===== config.mk =====
export PLATFORM = sky130hd
export DESIGN_NAME = fpu
export DESIGN_NICKNAME = d
export VERILOG_FILES = /design/src/rtl/fpu.sv
export SDC_FILE = /design/constraint.sdc
export NUM_CORES = 1
export LEC_CHECK = 0
export ABC_AREA = 0
export CAP_MARGIN = 5
export CORE_MARGIN = 2
export CORE_UTILIZATION = 35
export CTS_CLUSTER_DIAMETER = 60
export CTS_CLUSTER_SIZE = 25
export DETAILED_ROUTE_END_ITERATION = 6
export MAX_ROUTING_LAYER = met4
export SETUP_SLACK_MARGIN = 0.4
export SYNTH_ARGS = -nofsm -noshare
export SYNTH_HDL_FRONTEND = slang
export SYNTH_SLANG_ARGS = --single-unit

===== constraint.sdc =====
create_clock -name clock -period 10.6 [get_ports clock]
set_clock_uncertainty 0.1 [all_clocks]
set_input_delay 2.12 -clock clock [delete_from_list [all_inputs] [get_ports clock]]
set_output_delay 2.12 -clock clock [all_outputs]
set_load 0.01 [all_outputs]

===== src/rtl/fpu.sv =====
// Multi-cycle IEEE-754 binary32 add/subtract/multiply unit with ready/ack handshakes.
// Define FPU_MUL_EN to build the 24x24 multiplier; otherwise multiply returns canonical NaN.
module fpu (
  input  logic        clock,
  input  logic        reset,
  input  logic [3:0]  operation,
  input  logic [31:0] data_a,
  input  logic [31:0] data_b,
  input  logic        input_rdy,
  output logic        input_ack,
  output logic        output_rdy,
  input  logic        output_ack,
  output logic [31:0] result
);

  typedef enum logic [2:0] {
    S_IDLE, S_UNPACK, S_ALIGN, S_COMPUTE, S_NORMALIZE, S_PACK, S_DONE
  } state_t;

  localparam logic [31:0] QNAN   = 32'hFFFF_FFFF;
  localparam logic [3:0]  OP_ADD = 4'b0000;
  localparam logic [3:0]  OP_SUB = 4'b0001;
`ifdef FPU_MUL_EN
  localparam logic [3:0]  OP_MUL = 4'b0010;
`endif

  state_t             state_q, state_d;
  logic [31:0]        a_q, a_d, b_q, b_d, result_q, result_d, special_res_q, special_res_d;
  logic [3:0]         op_q, op_d;
  logic               in_ack_q, in_ack_d, out_rdy_q, out_rdy_d;
  logic               is_mul_q, is_mul_d, special_q, special_d;
  logic               sa_q, sa_d, sb_q, sb_d, sx_q, sx_d, sy_q, sy_d;
  logic               sign_q, sign_d, zero_q, zero_d;
  logic [7:0]         ea_q, ea_d, eb_q, eb_d;
  logic [23:0]        ma_q, ma_d, mb_q, mb_d, mx_q, mx_d, my_q, my_d;
  logic signed [9:0]  exp_q, exp_d;
  logic [47:0]        mant_q, mant_d;

  // Combinational helpers
  logic        add_op, mul_op, a_zero, b_zero, a_inf, b_inf, a_nan, b_nan, found;
  logic [7:0]  diff;
  logic [24:0] sum;
  logic [23:0] nm;
  logic [4:0]  lz;

  always_comb begin
    state_d       = state_q;
    a_d           = a_q;
    b_d           = b_q;
    op_d          = op_q;
    in_ack_d      = in_ack_q;
    out_rdy_d     = out_rdy_q;
    result_d      = result_q;
    is_mul_d      = is_mul_q;
    special_d     = special_q;
    special_res_d = special_res_q;
    sa_d          = sa_q;
    sb_d          = sb_q;
    sx_d          = sx_q;
    sy_d          = sy_q;
    sign_d        = sign_q;
    zero_d        = zero_q;
    ea_d          = ea_q;
    eb_d          = eb_q;
    ma_d          = ma_q;
    mb_d          = mb_q;
    mx_d          = mx_q;
    my_d          = my_q;
    exp_d         = exp_q;
    mant_d        = mant_q;
    add_op        = (op_q == OP_ADD) || (op_q == OP_SUB);
`ifdef FPU_MUL_EN
    mul_op        = (op_q == OP_MUL);
`else
    mul_op        = 1'b0;
`endif
    a_zero        = (a_q[30:23] == 8'd0);
    b_zero        = (b_q[30:23] == 8'd0);
    a_inf         = (a_q[30:23] == 8'hFF) && (a_q[22:0] == 23'd0);
    b_inf         = (b_q[30:23] == 8'hFF) && (b_q[22:0] == 23'd0);
    a_nan         = (a_q[30:23] == 8'hFF) && (a_q[22:0] != 23'd0);
    b_nan         = (b_q[30:23] == 8'hFF) && (b_q[22:0] != 23'd0);
    diff          = 8'd0;
    sum           = 25'd0;
    nm            = 24'd0;
    lz            = 5'd0;
    found         = 1'b0;

    case (state_q)
      S_IDLE: begin
        if (input_rdy) begin
          a_d      = data_a;
          b_d      = data_b;
          op_d     = operation;
          in_ack_d = 1'b1;
          state_d  = S_UNPACK;
        end
      end

      S_UNPACK: begin
        // Denormals are flushed: exponent field 0 means a signed zero operand.
        sa_d      = a_q[31];
        sb_d      = b_q[31] ^ (op_q == OP_SUB);
        ea_d      = a_zero ? 8'd0 : a_q[30:23];
        eb_d      = b_zero ? 8'd0 : b_q[30:23];
        ma_d      = a_zero ? 24'd0 : {1'b1, a_q[22:0]};
        mb_d      = b_zero ? 24'd0 : {1'b1, b_q[22:0]};
        is_mul_d  = mul_op;
        special_d = 1'b1;
        if ((!add_op && !mul_op) || a_nan || b_nan) begin
          special_res_d = QNAN;
        end else if (add_op) begin
          if (a_inf && b_inf)
            special_res_d = (sa_d == sb_d) ? {sa_d, 8'hFF, 23'd0} : QNAN;
          else if (a_inf)
            special_res_d = {sa_d, 8'hFF, 23'd0};
          else if (b_inf)
            special_res_d = {sb_d, 8'hFF, 23'd0};
          else if (b_zero)
            special_res_d = {sa_d, ea_d, ma_d[22:0]};
          else if (a_zero)
            special_res_d = {sb_d, eb_d, mb_d[22:0]};
          else
            special_d = 1'b0;
        end else begin
          if (a_inf || b_inf)
            special_res_d = (a_zero || b_zero) ? QNAN : {sa_d ^ sb_d, 8'hFF, 23'd0};
          else if (a_zero || b_zero)
            special_res_d = {sa_d ^ sb_d, 31'd0};
          else
            special_d = 1'b0;
        end
        state_d = S_ALIGN;
      end

      S_ALIGN: begin
        if (is_mul_q) begin
          exp_d = $signed({2'b00, ea_q}) + $signed({2'b00, eb_q}) - 10'sd127;
        end else if (ea_q >= eb_q) begin
          diff  = ea_q - eb_q;
          exp_d = $signed({2'b00, ea_q});
          mx_d  = ma_q;
          sx_d  = sa_q;
          my_d  = (diff >= 8'd25) ? 24'd0 : (mb_q >> diff);
          sy_d  = sb_q;
        end else begin
          diff  = eb_q - ea_q;
          exp_d = $signed({2'b00, eb_q});
          mx_d  = mb_q;
          sx_d  = sb_q;
          my_d  = (diff >= 8'd25) ? 24'd0 : (ma_q >> diff);
          sy_d  = sa_q;
        end
        state_d = S_COMPUTE;
      end

      S_COMPUTE: begin
        zero_d = 1'b0;
        if (is_mul_q) begin
          sign_d = sa_q ^ sb_q;
`ifdef FPU_MUL_EN
          mant_d = {24'd0, ma_q} * {24'd0, mb_q};
`else
          mant_d = 48'd0;
`endif
        end else begin
          if (sx_q == sy_q) begin
            sum    = {1'b0, mx_q} + {1'b0, my_q};
            sign_d = sx_q;
          end else if (mx_q >= my_q) begin
            sum    = {1'b0, mx_q - my_q};
            sign_d = sx_q;
          end else begin
            sum    = {1'b0, my_q - mx_q};
            sign_d = sy_q;
          end
          mant_d = {23'd0, sum};
          if (sum == 25'd0) begin
            zero_d = 1'b1;
            sign_d = 1'b0;
          end
        end
        state_d = S_NORMALIZE;
      end

      S_NORMALIZE: begin
        if (is_mul_q) begin
          if (mant_q[47]) begin
            nm    = mant_q[47:24];
            exp_d = exp_q + 10'sd1;
          end else begin
            nm    = mant_q[46:23];
          end
        end else if (mant_q[24]) begin
          nm    = mant_q[24:1];
          exp_d = exp_q + 10'sd1;
        end else begin
          for (int i = 23; i >= 0; i--) begin
            if (!found && mant_q[i]) begin
              lz    = 5'(23 - i);
              found = 1'b1;
            end
          end
          nm    = mant_q[23:0] << lz;
          exp_d = exp_q - $signed({5'd0, lz});
        end
        mant_d  = {24'd0, nm};
        state_d = S_PACK;
      end

      S_PACK: begin
        if (special_q)
          result_d = special_res_q;
        else if (zero_q)
          result_d = 32'd0;
        else if (exp_q >= 10'sd255)
          result_d = {sign_q, 8'hFF, 23'd0};
        else if (exp_q <= 10'sd0)
          result_d = {sign_q, 31'd0};
        else
          result_d = {sign_q, exp_q[7:0], mant_q[22:0]};
        state_d = S_DONE;
      end

      S_DONE: begin
        if (!out_rdy_q) begin
          out_rdy_d = 1'b1;
        end else if (output_ack) begin
          out_rdy_d = 1'b0;
          in_ack_d  = 1'b0;
          state_d   = S_IDLE;
        end
      end

      default: state_d = S_IDLE;
    endcase
  end

  always_ff @(posedge clock) begin
    if (reset) begin
      state_q       <= S_IDLE;
      a_q           <= 32'd0;
      b_q           <= 32'd0;
      op_q          <= 4'd0;
      in_ack_q      <= 1'b0;
      out_rdy_q     <= 1'b0;
      result_q      <= 32'd0;
      is_mul_q      <= 1'b0;
      special_q     <= 1'b0;
      special_res_q <= 32'd0;
      sa_q          <= 1'b0;
      sb_q          <= 1'b0;
      sx_q          <= 1'b0;
      sy_q          <= 1'b0;
      sign_q        <= 1'b0;
      zero_q        <= 1'b0;
      ea_q          <= 8'd0;
      eb_q          <= 8'd0;
      ma_q          <= 24'd0;
      mb_q          <= 24'd0;
      mx_q          <= 24'd0;
      my_q          <= 24'd0;
      exp_q         <= 10'sd0;
      mant_q        <= 48'd0;
    end else begin
      state_q       <= state_d;
      a_q           <= a_d;
      b_q           <= b_d;
      op_q          <= op_d;
      in_ack_q      <= in_ack_d;
      out_rdy_q     <= out_rdy_d;
      result_q      <= result_d;
      is_mul_q      <= is_mul_d;
      special_q     <= special_d;
      special_res_q <= special_res_d;
      sa_q          <= sa_d;
      sb_q          <= sb_d;
      sx_q          <= sx_d;
      sy_q          <= sy_d;
      sign_q        <= sign_d;
      zero_q        <= zero_d;
      ea_q          <= ea_d;
      eb_q          <= eb_d;
      ma_q          <= ma_d;
      mb_q          <= mb_d;
      mx_q          <= mx_d;
      my_q          <= my_d;
      exp_q         <= exp_d;
      mant_q        <= mant_d;
    end
  end

  assign input_ack  = in_ack_q;
  assign output_rdy = out_rdy_q;
  assign result     = result_q;

endmodule


# Word level (Yosys, flattened, before mapping)
# Cells that the tools add are included.
# totals
register_bits	291
latch_bits	0
ram_bits	0
mem_bits_ro	0
input_bits	72
output_inout_bits	34
elab_cells	280
mem_count	0
# classes
add_sub_neg	7
multipliers	0
div	0
order_cmp	6
n_eq_ne	15
shifts	3
muxes	150
bitwise	2
reduce_logical	74
# ops
cell	count
$mux W32	13
$mux W24	8
$mux W5	24
$mux W1	90
$mux W31	2
$mux W25	2
$pmux W25 S2	1
$shr A24 B8 Y24	2
$sub A24 B24 Y24	2
$logic_not A23 Y1	2
$reduce_bool A23 Y1	2
$logic_and A1 B1 Y1	28
$add A24 B24 Y25	1
$logic_not A25 Y1	1
$ge A24 B24 Y1	1
$logic_not A1 Y1	24
$mux W8	3
$shl A24 B5 Y24	1
$pmux W3 S7	1
$pmux W10 S2	1
$eq A8 B8 Y1 const B	2
$ge A8 B5 Y1 const B	2
$logic_not A8 Y1	2
$sub A8 B8 Y8	2
24 further kinds	40

# Depth between registers and ports, before layout
# Gate-level depths: netlist (run 1).
# depth
depth_word	121
ltp_mapped	24
ltp_nobuf	21

# Least setup slack after synthesis (run 1)
# No wires, ideal clock.
# synth_path
kind	register to register
startpoint	reg mant_q[13]
endpoint	reg exp_q[9]
setup_time_ns	0.080
t_arrival_ns	4.429
required_ns	10.420
slack_ns	5.991
stages_incl_launch_ff	25
n_path_buf	3
period_less_slack_ns	4.609
cell_sequence	dfxtp_1 buf_2 or4_1 or3_1 nor4_1 or4_1 nand2b_1 o21a_1 buf_4 inv_2 buf_6 ha_1 nand2b_1 inv_1 ha_1 a21o_1 a21oi_1 o21bai_1 a21oi_1 o21bai_1 a21oi_1 o21ai_0 xor2_1 o211ai_1 nor3b_1
# synth_via
elab_chain_cells	72
word_cells_on_any_way	85
cone_classes	add/sub (1); mux (57); reduce/logical (27)
# synth_rtl
item	line	text
start: declaration	37	logic [47:0] mant_q, mant_d;
start signal: assignment	289	mant_q <= mant_d;
$logic_and A1 B1 Y1 (*)	199	if (!found && mant_q[i]) begin
$mux W1	199	
$mux W1	194	end else if (mant_q[24]) begin
$mux W1	89	case (state_q)
$logic_not A1 Y1	199	
$logic_and A1 B1 Y1	199	
$mux W1	199	
$mux W1	194	
[56 not listed]	--	
$logic_not A1 Y1	199	
$logic_and A1 B1 Y1	199	
$mux W5 (*)	199	
$mux W5 (*)	194	
$mux W5 (*)	89	
$sub A10 B6 Y10 (*)	205	exp_d = exp_q - $signed({5'd0, lz});
$mux W10 (*)	194	
$pmux W10 S2 (*)	89	
end signal: assignment	288	exp_q <= exp_d;
end: declaration	36	logic signed [9:0] exp_q, exp_d;
# Mark *: on every way between the ends. The rest lies on a longest branch, timed or not. The select of a mux whose other input is x is not followed.
# A chain may end at the register's enable or synchronous reset.

# Worst setup path after layout (run 1)
# layout_path
startpoint	reg mant_q[20]
endpoint	reg exp_q[9]
# layout_via
elab_chain_cells	107
word_cells_on_any_way	127
cone_classes	add/sub (1); mux (85); reduce/logical (41)
# layout_rtl
item	line
$logic_and A1 B1 Y1 (*)	199
$mux W1	199
$mux W1	194
$mux W1	89
$logic_not A1 Y1	199
$logic_and A1 B1 Y1	199
$mux W1	199
$mux W1	194
[91 not listed]	--
$logic_not A1 Y1	199
$logic_and A1 B1 Y1	199
$mux W5 (*)	199
$mux W5 (*)	194
$mux W5 (*)	89
$sub A10 B6 Y10 (*)	205
$mux W10 (*)	194
$pmux W10 S2 (*)	89
# Marks and branches as above.

==> results of run 1 <==
## worst max-delay path, cell delays in order, from the launching register on
cell	delay, ns
dfxtp_1	0.40
nor4_2	0.70
nand3_1	0.36
nor2_1	0.33
nand3_1	0.25
o22a_1	0.24
o21a_1	0.16
buf_4	0.21
inv_2	0.32
ha_1	0.31
nand2b_1	0.12
inv_1	0.06
ha_1	0.26
a21o_1	0.15
a21oi_1	0.23
o21bai_1	0.09
a21oi_1	0.22
o21bai_1	0.09
a21oi_1	0.22
o21ai_0	0.14
xor2_1	0.18
o211ai_1	0.18
nor3b_1	0.18
## sequential cells by signal, summed over array words and instances (netlist names), 3 cells and up
signal         cells
eb_q               8
b_q               32
ea_q               8
a_q               32
mx_q              24
mant_q            25
special_res_q     32
my_q              24
op_q               4
ma_q              24
state_q            3
exp_q             10
mb_q              24
result            32
## per-layer routing
| metal | vias to the layer above | GRT usage, % | wire (um) |
|---|---|---|---|
| met5 | - | - | 0 |
| met4 | 0 | 8.75 | 2960 |
| met3 | 134 | 2.32 | 4750 |
| met2 | 925 | 40.3 | 35800 |
| met1 | 10100 | 36.4 | 37100 |
| li1 | 10100 | - | - |
## final cells by class
| cell class | count | area share (%) |
|---|---|---|
| Sequential cell | 291 | 25.0 |
| Timing Repair Buffer | 144 | 5.78 |
| Multi-Input combinational cell | 2175 | 59.3 |
| Clock buffer | 25 | 2.69 |
| Clock inverter | 20 | 1.34 |
| Tap cell | 773 | 4.16 |
| Inverter | 108 | 1.74 |
## per-stage QoR
stage	std cells	power [mW]	setup WS (ns)	area (um2)
floorplan	2802	2.51	5.99	20800
finish	3536	4.12	5.00	23300
CTS	3536	4.10	5.08	23300
global placement	3491	3.06	5.11	22300
global route	3536	4.33	4.61	23300
detailed placement	3491	3.05	5.09	22300
## power by group through the flow
stage	clock network, mW	registers (mW)	logic, mW
after floorplan	0	1.24	1.28
after global placement	0	1.28	1.78
after detailed placement	0	1.29	1.76
after CTS	1.07	1.26	1.77
after global routing	1.11	1.27	1.94
final	1.05	1.26	1.81
## worst paths after layout
check,depth (start not counted),slack [ns],from,endpoint
worst max-delay path,22,5.00,mant_q[20],exp_q[9]
worst min-delay path,2,0.37,op_q[0],op_q[0]
worst max register to register,22,5.00,mant_q[20],exp_q[9]
worst min register to register,2,0.37,op_q[0],op_q[0]
## layout by cell type (no fill, tap or decap), types with 97 or more instances in the layout
master and instances:
nand2_1 398, a21oi_1 332, dfxtp_1 291, nor2_1 264, a211oi_1 113, inv_1 105
o21ai_0 104, clkdlybuf4s50_1 104, mux2i_1 101, ha_1 97
## cell families (layout without fill, tap and decap cells)
family	after synthesis	count (layout)
AO/OA/AOI/OAI	914	914
XOR/XNOR	40	40
adder cells (fa/ha/maj)	104	104
buffers and inverters	336	297
flip-flops	291	291
multiplexers	130	130
AND/OR/NAND/NOR	987	987
==> flow_summary.ini, run 1 <==
[yosys]
synth_top_cell_area_share_pct = 28.0
yosys.area.top_type = dfxtp_1
synth_top_family_by_area = compound AO/OA/AOI/OAI gates
synth_cell_types = 94
synth_compound_area_share_pct = 29.2
yosys_most_used_dff = dfxtp_1
synthTopCellsByArea = dfxtp_1, a21oi_1, nand2_1
ys_seq_area_share_pct = 28.0
synth_edf_count = 0
synth_common_cells = nand2_1, a21oi_1, dfxtp_1
synth_cells = 2802
synthXorXnorAreaFrac_pct = 1.68
ys_ff_latch = 291
ys_warn_count = 0
yosys.area_share.simple_pct = 21.3
avgSynthCellArea_um2 = 7.43
synth_nets = 2978
yosys.area_share.adder_pct = 6.47
synth.mux.area_fraction_pct = 7.02
async_flop_share_pct = 0
yosysMostFrequentCell = nand2_1
synth_area_um2 = 20800

[sta]
setup_violations = 0
holdWs_ns = 0.372
grt_setup_unrepaired = false
setup_tns_ns = 0
clock.fmax_ghz = 0.179
slew_headroom_pct = 24.0
finalCriticalPeriod_ns = 5.60
maxSlewViolCount = 0
hold_viol_final = 0
worst_pin_slew_ns = 1.14
period_share_pct = 52.8

[routing]
vias_per_cell = 5.99
drt_wl_total_um = 80700
vias = 21200
ant_nets = 0
drc = 0
drt_pass1_iterations = 6
wl_per_cell_um = 22.8
drt_iter0_markers = 2230

[clocking]
clkSlewWorstSetupHoldPaths_ns = 0.08
clk_latency_ns = 0.60
cts_hold_buf = 0
cts_resized = 0
cts_buffers = 25
cts_tree = yes
post_cts_buffers = 0
cts_sinks = 291
cts_buffer_depth = 3
clockRootBuffer = clkbuf_16
htree_levels = 1

[pwr]
seq_power_share_pct = 30.6
vdd_drop_max_v = 0.000113
p_sw_share_pct = 44.2
power_frac_comb_pct = 43.9
p_int_mw = 2.30
leakagePower_nw = 8.58
pwr-share-clk_pct = 25.5
powerDensity_nw_per_um2 = 177
p_sw_mw = 1.82

[finish]
fin_nets = 2921
utilization_pct = 39.5
final-seq-area_um2 = 5830
area_growth_pct = 11.8
multi_input_area_um2 = 13800
fillers = 6042
antennaDiodeCount = 0
layout-drive-gt1-share_pct = 6.19

[critical_path]
crit_path_max_fanout = 17
cp-start-kind = flip-flop
arrival_ns = 6.01
worstSetupPathType = reg -> reg
required_ns = 11.01
crit_path_end_kind = flip-flop

[status]
outcome = complete, no violations

[floorplanning]
rows = 89
die_w_um = 248
dieArea_um2 = 61400
start_util_pct = 35.3
coreArea_um2 = 58900
die_y_um = 248
ios = 106

[place]
globalplace.congestion = 0.987
numPortBuffers = 105
hpwl_um = 61600

[global_route]
antenna_found_initial = 0
grt_max_degree = 107
grt_pass1_wl_um = 122000
grt_util_all_layers_pct = 26.4
grt_pass1_vias = 19500
grt_overflow = 0

[hold_path]
holdCritPathClass = reg -> reg

[job]
drv_cap = 0
No activity file was read; power rests on OpenSTA's default activity.
==> run 2: changes to the inputs <==
- clock period: 10.6 -> 4.9 ns (I/O delays scaled with it)
==> run 2 against run 1 <==
Die area stayed put. Flip-flop and latch count stayed put. Critical path type unchanged. Critical endpoint unchanged. Sequential share of layout area is 1.0 points lower. Total power is 130% higher. Design area is 4.4% higher.
==> flow_summary.ini, run 2 (same netlist as run 1, synthesis figures left out) <==
[sta]
grt_setup_unrepaired = true
hold_viol_final = 0
finalCriticalPeriod_ns = 4.44
slew_headroom_pct = 19.5
clock.fmax_ghz = 0.225
holdWs_ns = 0.368
worst_pin_slew_ns = 1.21
maxSlewViolCount = 0
setup_violations = 0
setup_tns_ns = 0
period_share_pct = 90.6

[routing]
vias_per_cell = 5.96
ant_nets = 0
drt_iter0_markers = 1946
drt_wl_total_um = 86800
vias = 21600
drc = 0
drt_pass1_iterations = 7
wl_per_cell_um = 23.9

[critical_path]
required_ns = 5.33
arrival_ns = 4.86
crit_path_max_incr_delay_ns = 0.59
worstSetupPathType = reg -> reg
cp_num_buf_inv = 2
worstPathCellList = nor2_1 -> o2111ai_1 -> a21oi_1 -> or4_4 -> o22a_1 -> o21a_1 -> inv_2 -> ha_2 -> nand2b_1 -> inv_1 -> ha_1 -> a21o_1 -> a21oi_2 -> o21bai_1 -> a21oi_2 -> o21bai_1 -> a21oi_2 -> o21ai_1 -> xor2_1 -> o211ai_1 -> nor3b_1
r2r_cells = 21
cp_common_cell = a21oi_2
path_depth = 21
cp-start-kind = flip-flop
slowest_stage = or4_4
crit_path_end_kind = flip-flop
cp_top_family = compound AO/OA/AOI/OAI gates
crit_path_max_fanout = 7

[finish]
layout_commonest_cell = nand2_1
layout_common_cells = nand2_1, a21oi_1, dfxtp_1, nor2_1, buf_4
antennaDiodeCount = 0
fin_nets = 3012
layout-drive-gt1-share_pct = 10.5
fillers = 6079
area_growth_pct = 16.7
utilization_pct = 41.2

[pwr]
power.total_mw = 9.58
vdd_drop_max_v = 0.000252
p_sw_share_pct = 44.2
leakagePower_nw = 9.12
powerDensity_nw_per_um2 = 395
seq_power_share_pct = 28.3
power_frac_comb_pct = 44.8
pwr-share-clk_pct = 27.0
p_int_mw = 5.35
p_sw_mw = 4.23

[clocking]
cts_sinks = 291
clkSlewWorstSetupHoldPaths_ns = 0.08
cts_buffers = 30
cts_buffer_depth = 3
htree_levels = 1
clk_latency_ns = 0.62
cts_hold_buf = 0
cts_tree = yes
clockRootBuffer = clkbuf_16

[global_route]
grt_max_degree = 181
grt_util_all_layers_pct = 28.3
met2_usage_pct = 44.0
antenna_found_initial = 2
grt_overflow = 0
grt_busiest_layer = met2
use_met3_pct = 2.62
grt_pass1_vias = 20100
grt_util_met1_pct = 38.4
grt_pass1_wl_um = 129000

[floorplanning]
start_util_pct = 35.3
ios = 106
dieArea_um2 = 61400
coreArea_um2 = 58900
die_y_um = 248
rows = 89
die_w_um = 248

[place]
hpwl_um = 67100
numPortBuffers = 105
globalplace.congestion = 1.01

[hold_path]
holdCritPathClass = reg -> reg
hold_depth = 2

[job]
drv_cap = 0

[status]
outcome = complete, no violations
==> run 2: tightest hold or removal path, stage by stage (launching register included) <==
cell and delay, ns:
dfxtp_1 0.31, nand2_1 0.06, a21oi_1 0.05
==> run 2: through the flow <==
stage	cell area [um2]	worst slack, ns	cells
after detailed placement	22900	0.264	3565
after floorplan	20800	0.405	2802
after CTS	24100	0.430	3623
final	24300	0.463	3633
after global routing	24300	0.190	3633
after global placement	22900	0.363	3565
==> run 2: cell type report <==
class                      count  area (um2)  share of cell area (%)
clock buffer                  30         751                    3.09
clock inverter                26         378                    1.56
inverter                     108         405                    1.67
multi-input combinational   2176       13900                    57.4
sequential                   291        5830                    24.0
tap                          773         967                    3.98
timing repair buffer         229        2010                    8.28
==> run 2: final timing paths <==
check	start	end	slack [ns]
setup reg to reg	mant_q[16]	exp_q[9]	0.46
setup / recovery	mant_q[16]	exp_q[9]	0.46
hold / removal	op_q[0]	op_q[0]	0.37
hold reg to reg	op_q[0]	op_q[0]	0.37
==> run 2: power groups by stage <==
stage	Combinational [mW]	Sequential, mW	Clock (mW)
2_1_floorplan	2.78	2.67	0
3_3_place_gp	4.05	2.75	0
3_5_place_dp	4.04	2.76	0
4_1_cts	4.08	2.70	2.64
5_1_grt	4.62	2.73	2.74
6_report	4.29	2.71	2.59
==> run 2: timing repair <==
item / CTS / global route
endpoints found under the setup margin: 3 / 11
resized for setup: 3 / 28
buffers inserted: 2 / 9
hold endpoints to repair: 0 / 0
pin swaps: 1 / 11
cloned: 0 / 1
==> run 2: per-layer routing <==
layer  wire, um  vias to the layer above  share of wire (%)
li1           -                    10200                  -
met1      39500                    10400                 46
met2      39200                      820                 45
met3       4860                      143                5.6
met4       3220                        0                3.7
met5          0                        -                  0
==> run 3: changes to the inputs <==
- TNS_END_PERCENT: unset -> 10
==> run 3 against run 2 <==
Sequential share of layout area is essentially flat. Flip-flop and latch count is the same. Die area is the same. Critical path type unchanged. Critical endpoint is now sign_q. Largest power group unchanged.
==> flow_summary.ini, run 3 (same netlist as run 1, synthesis figures left out) <==
[finish]
fillers = 6081
area_growth_pct = 17.0
utilization_pct = 41.3
layout_commonest_cell = nand2_1
fin_nets = 3016
layout-drive-gt1-share_pct = 10.9
layout_common_cells = nand2_1, a21oi_1, dfxtp_1, nor2_1, buf_4
final_cells = 3637
antennaDiodeCount = 0

[clocking]
cts_buffer_depth = 3
cts_sinks = 291
cts_hold_buf = 0
clk_latency_ns = 0.62
htree_levels = 1
clockRootBuffer = clkbuf_16
clkSlewWorstSetupHoldPaths_ns = 0.09
cts_buffers = 30
cts_tree = yes

[floorplanning]
rows = 89
start_util_pct = 35.3
dieArea_um2 = 61400
die_w_um = 248
ios = 106
coreArea_um2 = 58900
die_y_um = 248

[sta]
maxSlewViolCount = 0
hold_viol_final = 0
setup_tns_ns = 0
worst_pin_slew_ns = 1.21
finalCriticalPeriod_ns = 4.35
slew_headroom_pct = 19.0
clock.fmax_ghz = 0.230
setup_violations = 0
period_share_pct = 88.9
grt_setup_unrepaired = true

[job]
drv_cap = 0

[global_route]
grt_max_degree = 181
antenna_found_initial = 2
grt_overflow = 0
grt_util_all_layers_pct = 28.3
grt_pass1_wl_um = 129000
grt_pass1_vias = 20100

[critical_path]
crit_path_end_kind = flip-flop
reg2reg_setup_slack_ns = 0.55
r2r_cells = 14
crit_path_max_fanout = 9
slowest_stage = a21oi_2
worstSetupPathType = reg -> reg
required_ns = 5.26
worstPathCellList = inv_1 -> ha_1 -> a211o_1 -> a21o_1 -> a211oi_4 -> nor2_2 -> a21oi_2 -> buf_4 -> a21oi_1 -> a22oi_1 -> xor2_1 -> nand4b_1 -> nor4b_2 -> o41ai_1
rr_startpoint = mx_q[21]
cp-startpoint = mx_q[21]
endpoint = sign_q
arrival_ns = 4.71
timing.rr.end = sign_q
cp-start-kind = flip-flop
crit_path_max_incr_delay_ns = 0.52

[routing]
drt_iter0_markers = 2078
drt_wl_total_um = 86700
wl_per_cell_um = 23.8
drt_pass1_iterations = 5
drc = 0
vias = 21700
vias_per_cell = 5.96
ant_nets = 0

[place]
dp.cells = 3565
numPortBuffers = 105
globalplace.congestion = 1.01
hpwl_um = 67100

[pwr]
leakagePower_nw = 9.15
vdd_drop_max_v = 0.000250
powerDensity_nw_per_um2 = 396

[hold_path]
holdCritPathClass = reg -> reg

[status]
outcome = complete, no violations
==> run 3: cell types whose count changed in the layout (fill, tap and decap cells not counted), sizes merged <==
cell  change
buf       +4
==> run 3: per-stage QoR <==
stage                     instance area [um2]  setup slack (ns)  hold slack (ns)  power (mW)
after floorplan                         20800             0.405            0.332        5.45
after global placement                  22900             0.363            0.351        6.80
after detailed placement                22900             0.264            0.359        6.79
after CTS                               24100             0.310            0.371        9.42
after global routing                    24400             0.267            0.400        10.1
final                                   24400             0.546            0.367        9.65
==> run 3: area by class of cell <==
type	instances	area (um2)	area share, %
multi-input combinational	2176	14000	57.4
sequential	291	5840	24.0
tap	773	967	3.97
inverter	108	405	1.66
clock inverter	26	378	1.55
timing repair buffer	233	2040	8.38
clock buffer	30	751	3.08
==> run 3: timing repair <==
item / in CTS / in global routing
cloned: 0 / 1
setup buffers: 2 / 13
endpoints found under the setup margin: 3 / 11
pin swaps: 1 / 18
resized for setup: 0 / 41
==> run 3: report_power, final <==
part           switching (mW)  internal [mW]  total (mW)
combinational            2.74           1.61        4.35
sequential              0.193           2.52        2.71
clock                    1.32           1.27        2.59
total                    4.25           5.40        9.65
==> run 3: layer usage <==
layer,wire length (um),vias up,track usage [%]
met5,0,-,-
met4,3160,0,8.95
met3,4540,141,2.52
met2,39300,779,44.2
met1,39700,10500,38.5
li1,-,10300,-
==> run 3: worst min-delay path by stage <==
stage                     cells past startpoint  startpoint       to  slack (ns)
final                                         2     op_q[0]  op_q[0]        0.37
after global routing                          2     op_q[0]  op_q[0]        0.40
after global placement                        2     op_q[0]  op_q[0]        0.35
after detailed placement                      2     op_q[0]  op_q[0]        0.36
after CTS                                     2     op_q[0]  op_q[0]        0.37
after floorplan                               2      sign_q   sign_q        0.33
==> run 3: worst max-delay path, delay by kind of cell, from the launching register on <==
family	cells	cell delay [ns]
DFF	1	0.40
xor gates and xnor gates	1	0.47
adders and majority gates	1	0.45
buffers and inverters	2	0.29
AOI/OAI and AO/OA	7	1.76
and+or+nand+nor	3	0.72
